### config.mk
export PLATFORM = sky130hd
export DESIGN_NAME = paddle_step_scheduler
export DESIGN_NICKNAME = d
export VERILOG_FILES = /design/src/rtl/paddle_step_scheduler.sv
export SDC_FILE = /design/constraint.sdc
export NUM_CORES = 1
export LEC_CHECK = 0
export ABC_AREA = 1
export CAP_MARGIN = 20
export CORE_MARGIN = 2
export CORE_UTILIZATION = 58
export DETAILED_ROUTE_END_ITERATION = 8
export MAX_ROUTING_LAYER = met4
export PLACE_DENSITY_LB_ADDON = 0.3
export SLEW_MARGIN = 25
export SYNTH_ARGS = -nofsm -noshare
export SYNTH_HDL_FRONTEND = slang
export SYNTH_SLANG_ARGS = --single-unit
export TNS_END_PERCENT = 100
### constraint.sdc
create_clock -name CLK_100MHz -period 2.2 [get_ports CLK_100MHz]
set_clock_uncertainty 0.15 [all_clocks]
set_input_delay 0.44 -clock CLK_100MHz [delete_from_list [all_inputs] [get_ports CLK_100MHz]]
set_output_delay 0.44 -clock CLK_100MHz [all_outputs]
set_load 0.1 [all_outputs]
### src/rtl/paddle_step_scheduler.sv
// paddle_step_scheduler
//   Moves the two Pong paddles from their button requests. One shared
//   step-delay timer is arbitrated round-robin between the paddles. Each
//   move is followed by DELAY_CYCLES cycles of dead time. The block owns
//   both paddle Y registers and clamps them to the visible field.
//
// Ports
//   CLK_100MHz  system clock
//   Reset_n     asynchronous active-low reset
//   Enable      gates new grants only; a move/delay already started completes
//   BtnUp[1:0]  up request per paddle   (bit 0 = left, bit 1 = right)
//   BtnDown[1:0] down request per paddle (same mapping)
//   PaddleY0    top line of the left paddle
//   PaddleY1    top line of the right paddle
//   Grant[1:0]  paddle(s) being moved, asserted in SMOVE only
//   Busy        high in SMOVE and SDELAY
//
// Build option
//   PADDLE_DUAL_GRANT_EN: when both paddles request together, move both in
//   the same SMOVE cycle (Grant=2'b11) and leave the round-robin pointer as is.
module paddle_step_scheduler #(
    parameter int Y_W          = 10,
    parameter int SCREEN_H     = 480,
    parameter int PADDLE_H     = 64,
    parameter int STEP         = 4,
    parameter int DELAY_CYCLES = 1000000
) (
    input  logic           CLK_100MHz,
    input  logic           Reset_n,
    input  logic           Enable,
    input  logic [1:0]     BtnUp,
    input  logic [1:0]     BtnDown,
    output logic [Y_W-1:0] PaddleY0,
    output logic [Y_W-1:0] PaddleY1,
    output logic [1:0]     Grant,
    output logic           Busy
);

    localparam int Y_MAX = SCREEN_H - PADDLE_H;
    localparam int Y_MID = Y_MAX / 2;
    localparam int CNT_W = (DELAY_CYCLES > 1) ? $clog2(DELAY_CYCLES) : 1;

    typedef enum logic [1:0] {SIDLE, SMOVE, SDELAY} state_t;

    state_t           state, state_next;
    logic [1:0]       req;
    logic [1:0]       pick;
    logic [1:0]       sel, sel_next;       // paddle mask latched for SMOVE
    logic [1:0]       dir_up, dir_up_next; // per-paddle direction, 1 = up
    logic             ptr;                 // paddle that wins a tie next
    logic [CNT_W-1:0] cnt;
    logic [Y_W-1:0]   y [2];

    // Up clamps at 0; down sums one bit wider so Y+STEP can't wrap.
    function automatic logic [Y_W-1:0] step_y(input logic [Y_W-1:0] cur,
                                              input logic up);
        logic [Y_W:0] sum;
        sum = {1'b0, cur} + (Y_W+1)'(STEP);
        if (up)
            step_y = (cur < Y_W'(STEP)) ? '0 : cur - Y_W'(STEP);
        else
            step_y = (sum > (Y_W+1)'(Y_MAX)) ? Y_W'(Y_MAX) : sum[Y_W-1:0];
    endfunction

    // Both buttons together cancel out.
    assign req = BtnUp ^ BtnDown;

    always_comb begin
        pick = req;
        if (&req) begin
`ifdef PADDLE_DUAL_GRANT_EN
            pick = 2'b11;
`else
            pick = ptr ? 2'b10 : 2'b01;
`endif
        end
    end

    always_ff @(posedge CLK_100MHz or negedge Reset_n) begin
        if (!Reset_n) state <= SIDLE;
        else          state <= state_next;
    end

    always_comb begin
        state_next  = state;
        sel_next    = sel;
        dir_up_next = dir_up;
        Grant       = 2'b00;
        Busy        = 1'b1;
        case (state)
            SIDLE: begin
                Busy = 1'b0;
                if (Enable && (|req)) begin
                    state_next  = SMOVE;
                    sel_next    = pick;
                    dir_up_next = BtnUp;
                end
            end
            SMOVE: begin
                Grant      = sel;
                state_next = SDELAY;
            end
            SDELAY: begin
                if (cnt == '0) state_next = SIDLE;
            end
            default: state_next = SIDLE;
        endcase
    end

    always_ff @(posedge CLK_100MHz or negedge Reset_n) begin
        if (!Reset_n) begin
            sel    <= 2'b00;
            dir_up <= 2'b00;
            ptr    <= 1'b0;
            cnt    <= '0;
            y[0]   <= Y_W'(Y_MID);
            y[1]   <= Y_W'(Y_MID);
        end else begin
            sel    <= sel_next;
            dir_up <= dir_up_next;
            if (state == SMOVE) begin
                for (int i = 0; i < 2; i++)
                    if (sel[i]) y[i] <= step_y(y[i], dir_up[i]);
                // A single grant hands priority to the other paddle
                // (granted index ^ 1 == sel[0]); a dual grant leaves it.
                if (sel != 2'b11) ptr <= sel[0];
                // SMOVE loads N-1 and SDELAY exits on 0: N cycles of dwell.
                cnt <= CNT_W'(DELAY_CYCLES - 1);
            end else if (state == SDELAY && cnt != '0) begin
                cnt <= cnt - 1'b1;
            end
        end
    end

    assign PaddleY0 = y[0];
    assign PaddleY1 = y[1];

endmodule

==> results of run 1 <==
cells in the mapped netlist (6+ instances only):
master / instances
nor2_2: 8
a21boi_1: 9
nor2_4: 7
nand4_1: 6
nor3_1: 7
xor2_1: 16
o21ai_0: 19
dfstp_2: 6
inv_2: 8
xnor2_1: 6
buf_4: 6
nand2_1: 97
a21oi_1: 14
nand2_2: 10
nor2_1: 54
dfrtp_1: 37
o21ai_1: 13
nand3_1: 46
inv_1: 49
ha_1: 6
final timing paths:
check | to | depth (start not counted) | from | slack [ns]
max in group asynchronous | PaddleY1[4] | 3 | Reset_n | 0.77
hold / removal | sel[0] | 1 | sel[0] | 0.37
min in group asynchronous | dir_up[1] | 2 | Reset_n | 0.53
setup reg to reg | PaddleY0[6] | 6 | PaddleY0[4] | 0.20
hold reg to reg | sel[0] | 1 | sel[0] | 0.37
setup / recovery | Grant[0] | 5 | state[0] | 0.12
cells in the final DEF, fill, tap and decap left out, types with 3 or more instances in the layout:
cell type,synthesis,routed
nand2_1,97,97
nor2_1,54,54
inv_1,49,49
nand3_1,46,46
dfrtp_1,37,32
o21ai_0,19,19
buf_4,6,17
xor2_1,16,16
a21oi_1,14,14
o21ai_1,13,13
buf_12,0,13
nand2_2,10,10
a21boi_1,9,9
inv_2,8,8
nor2_2,8,8
nor2_4,7,7
nor3_1,7,7
clkbuf_8,1,7
dfstp_2,6,6
nand4_1,6,6
xnor2_1,6,6
dfrtp_2,0,5
nand3_2,5,5
ha_1,6,5
clkdlybuf4s50_1,0,5
conb_1,1,4
o31ai_1,3,3
routing by layer:
layer  share of wire, %  global-route usage, %
met3                4.5                   4.30
met2                 49                   44.9
met5                  0                      -
met4                2.2                   9.32
met1                 45                   35.4
timing repair:
item,CTS,global route
setup endpoints to repair,0,4
endpoints found under the hold margin,6,0
buffers inserted,0,9
hold buffers,1,0
resized for setup,0,1
flip-flops by register name, indices dropped and copies added (netlist names):
register,cells
dir_up,2
PaddleY1,8
ptr,1
cnt,20
PaddleY0,8
state,2
sel,2
critical path: cells and delay by family (launching register included):
family,cells,cell delay [ns]
simple gates,2,0.41
buf+inv,3,0.40
flops,1,0.37
cells by family after synthesis:
kind of cell    Yosys count  share of synthesized area (%)
xor+xnor                 23                           6.24
buf+inv                  72                           9.86
other cells               1                          0.112
flops                    43                           32.3
simple gates            250                           36.6
fa+ha+maj                 6                           2.24
compound gates           69                           12.6
per-stage QoR:
stage	area (sq um)	instances	hold WS [ns]	setup WS (ns)
6_report	3910	571	0.368	0.118
5_1_grt	3910	571	0.399	0.0681
3_5_place_dp	3730	553	0.318	0.207
3_3_place_gp	3730	553	0.312	0.298
2_1_floorplan	3370	467	-0.00559	0.00222
4_1_cts	3840	562	0.372	0.00899
layout make-up:
class                      instances  area [sq um]
clock buffer                       8           100
fill                             445          1630
tap                               72          90.1
inverter                          59           224
sequential                        43          1090
multi-input combinational        352          1950
timing repair buffer              37           453
==> metrics.yaml, run 1 <==
status: "finished clean"
initial_core_util_pct: 60.5
synth_area_sq_um: 3350
drtAntennaViolNets: 0
crit_fanout: 18
die_y_um: 80.0
grt_pass1_wl_um: 13600
crit_chain: "inv_2 -> nor2_4 -> inv_4 -> nor2_4 -> buf_12"
gp_congestion: 0.913
end_kind: "primary output"
final.period_utilization_pct: 94.6
tightest_slew_ns: 0.586
slew_headroom_pct: 60.9
synth-async-reset-ratio_pct: 100
cts_tree: "done"
synth_top_area_share_pct: 27.6
path_clk_slew_ns: 0.08
drt_iter0_drc: 195
dr_total_vias: 3215
grt_pass1_vias: 2999
slew_violations: 0
synth-edff-count: 0
numCtsBuffers: 5
path_class: "reg2out"
avgSynthCellArea_sq_um: 7.22
insertion_delay_ns: 0.30
fin_tns_setup_ns: 0
rows: 27
ioPinCount: 30
place_hpwl_um: 5930
slowest_delay_ns: 0.37
fmax_ghz: 0.480
setup_viol: 0
synth_seq_cells: 43
port_buffers: 25
ys_seq_area_share_pct: 32.3
cp_slowest_cell: "dfrtp_1"
grt.overflow.total: 0
required_ns: 1.61
cp_common_cell: "nor2_4"
final_hold_viol_count: 0
worstPathArrival_ns: 1.49
via_per_inst: 5.63
post-route-util_pct: 70.5
clockBufferDepth: 2
cts_num_sinks: 43
routed_wl_um: 7950
drt_pass1_iterations: 5
htree_levels: 2
drv_cap: 0
fp.dieArea_sq_um: 6400
drc: 0
root_buffer: "clkbuf_8"
antenna_found_initial: 0
synth_ff_type: "dfrtp_1"
core_sq_um: 5540
grt_usage_pct: 27.6
synthTopCellsByArea: "dfrtp_1 (28%), nand2_1 (11%), nand3_1 (6.9%)"
grt_setup_unrepaired: "false"
wl_per_cell_um: 13.9
syn_inst: 464
nets: 511
yosysWarnings: 0
grt_max_degree: 25
start_kind: "register"
synth_top_area_cell: "dfrtp_1"
syn_to_final_growth_pct: 16.6
yosysUniqueCellTypes: 48
diodes: 0
fin_crit_ns: 2.08
dieWidth_um: 80.0
drive_above_1_share_pct: 20.6
hold_class: "reg2reg"
Power of run 1 is left out: the tool's default activity adds up to more than one toggle a clock period on the data nets, which glitch-free logic cannot reach.
==> run 2: changes to the inputs <==
--- a/config.mk
+++ b/config.mk
@@ -9,6 +9,7 @@
 export CAP_MARGIN = 20
 export CORE_MARGIN = 2
 export CORE_UTILIZATION = 58
+export CTS_CLUSTER_SIZE = 24
 export DETAILED_ROUTE_END_ITERATION = 8
 export MAX_ROUTING_LAYER = met4
 export PLACE_DENSITY_LB_ADDON = 0.3
==> results of run 2 <==
No change in the layout: final DEF, timing and power equal those of run 1.
Power of run 2 is left out for the same reason.
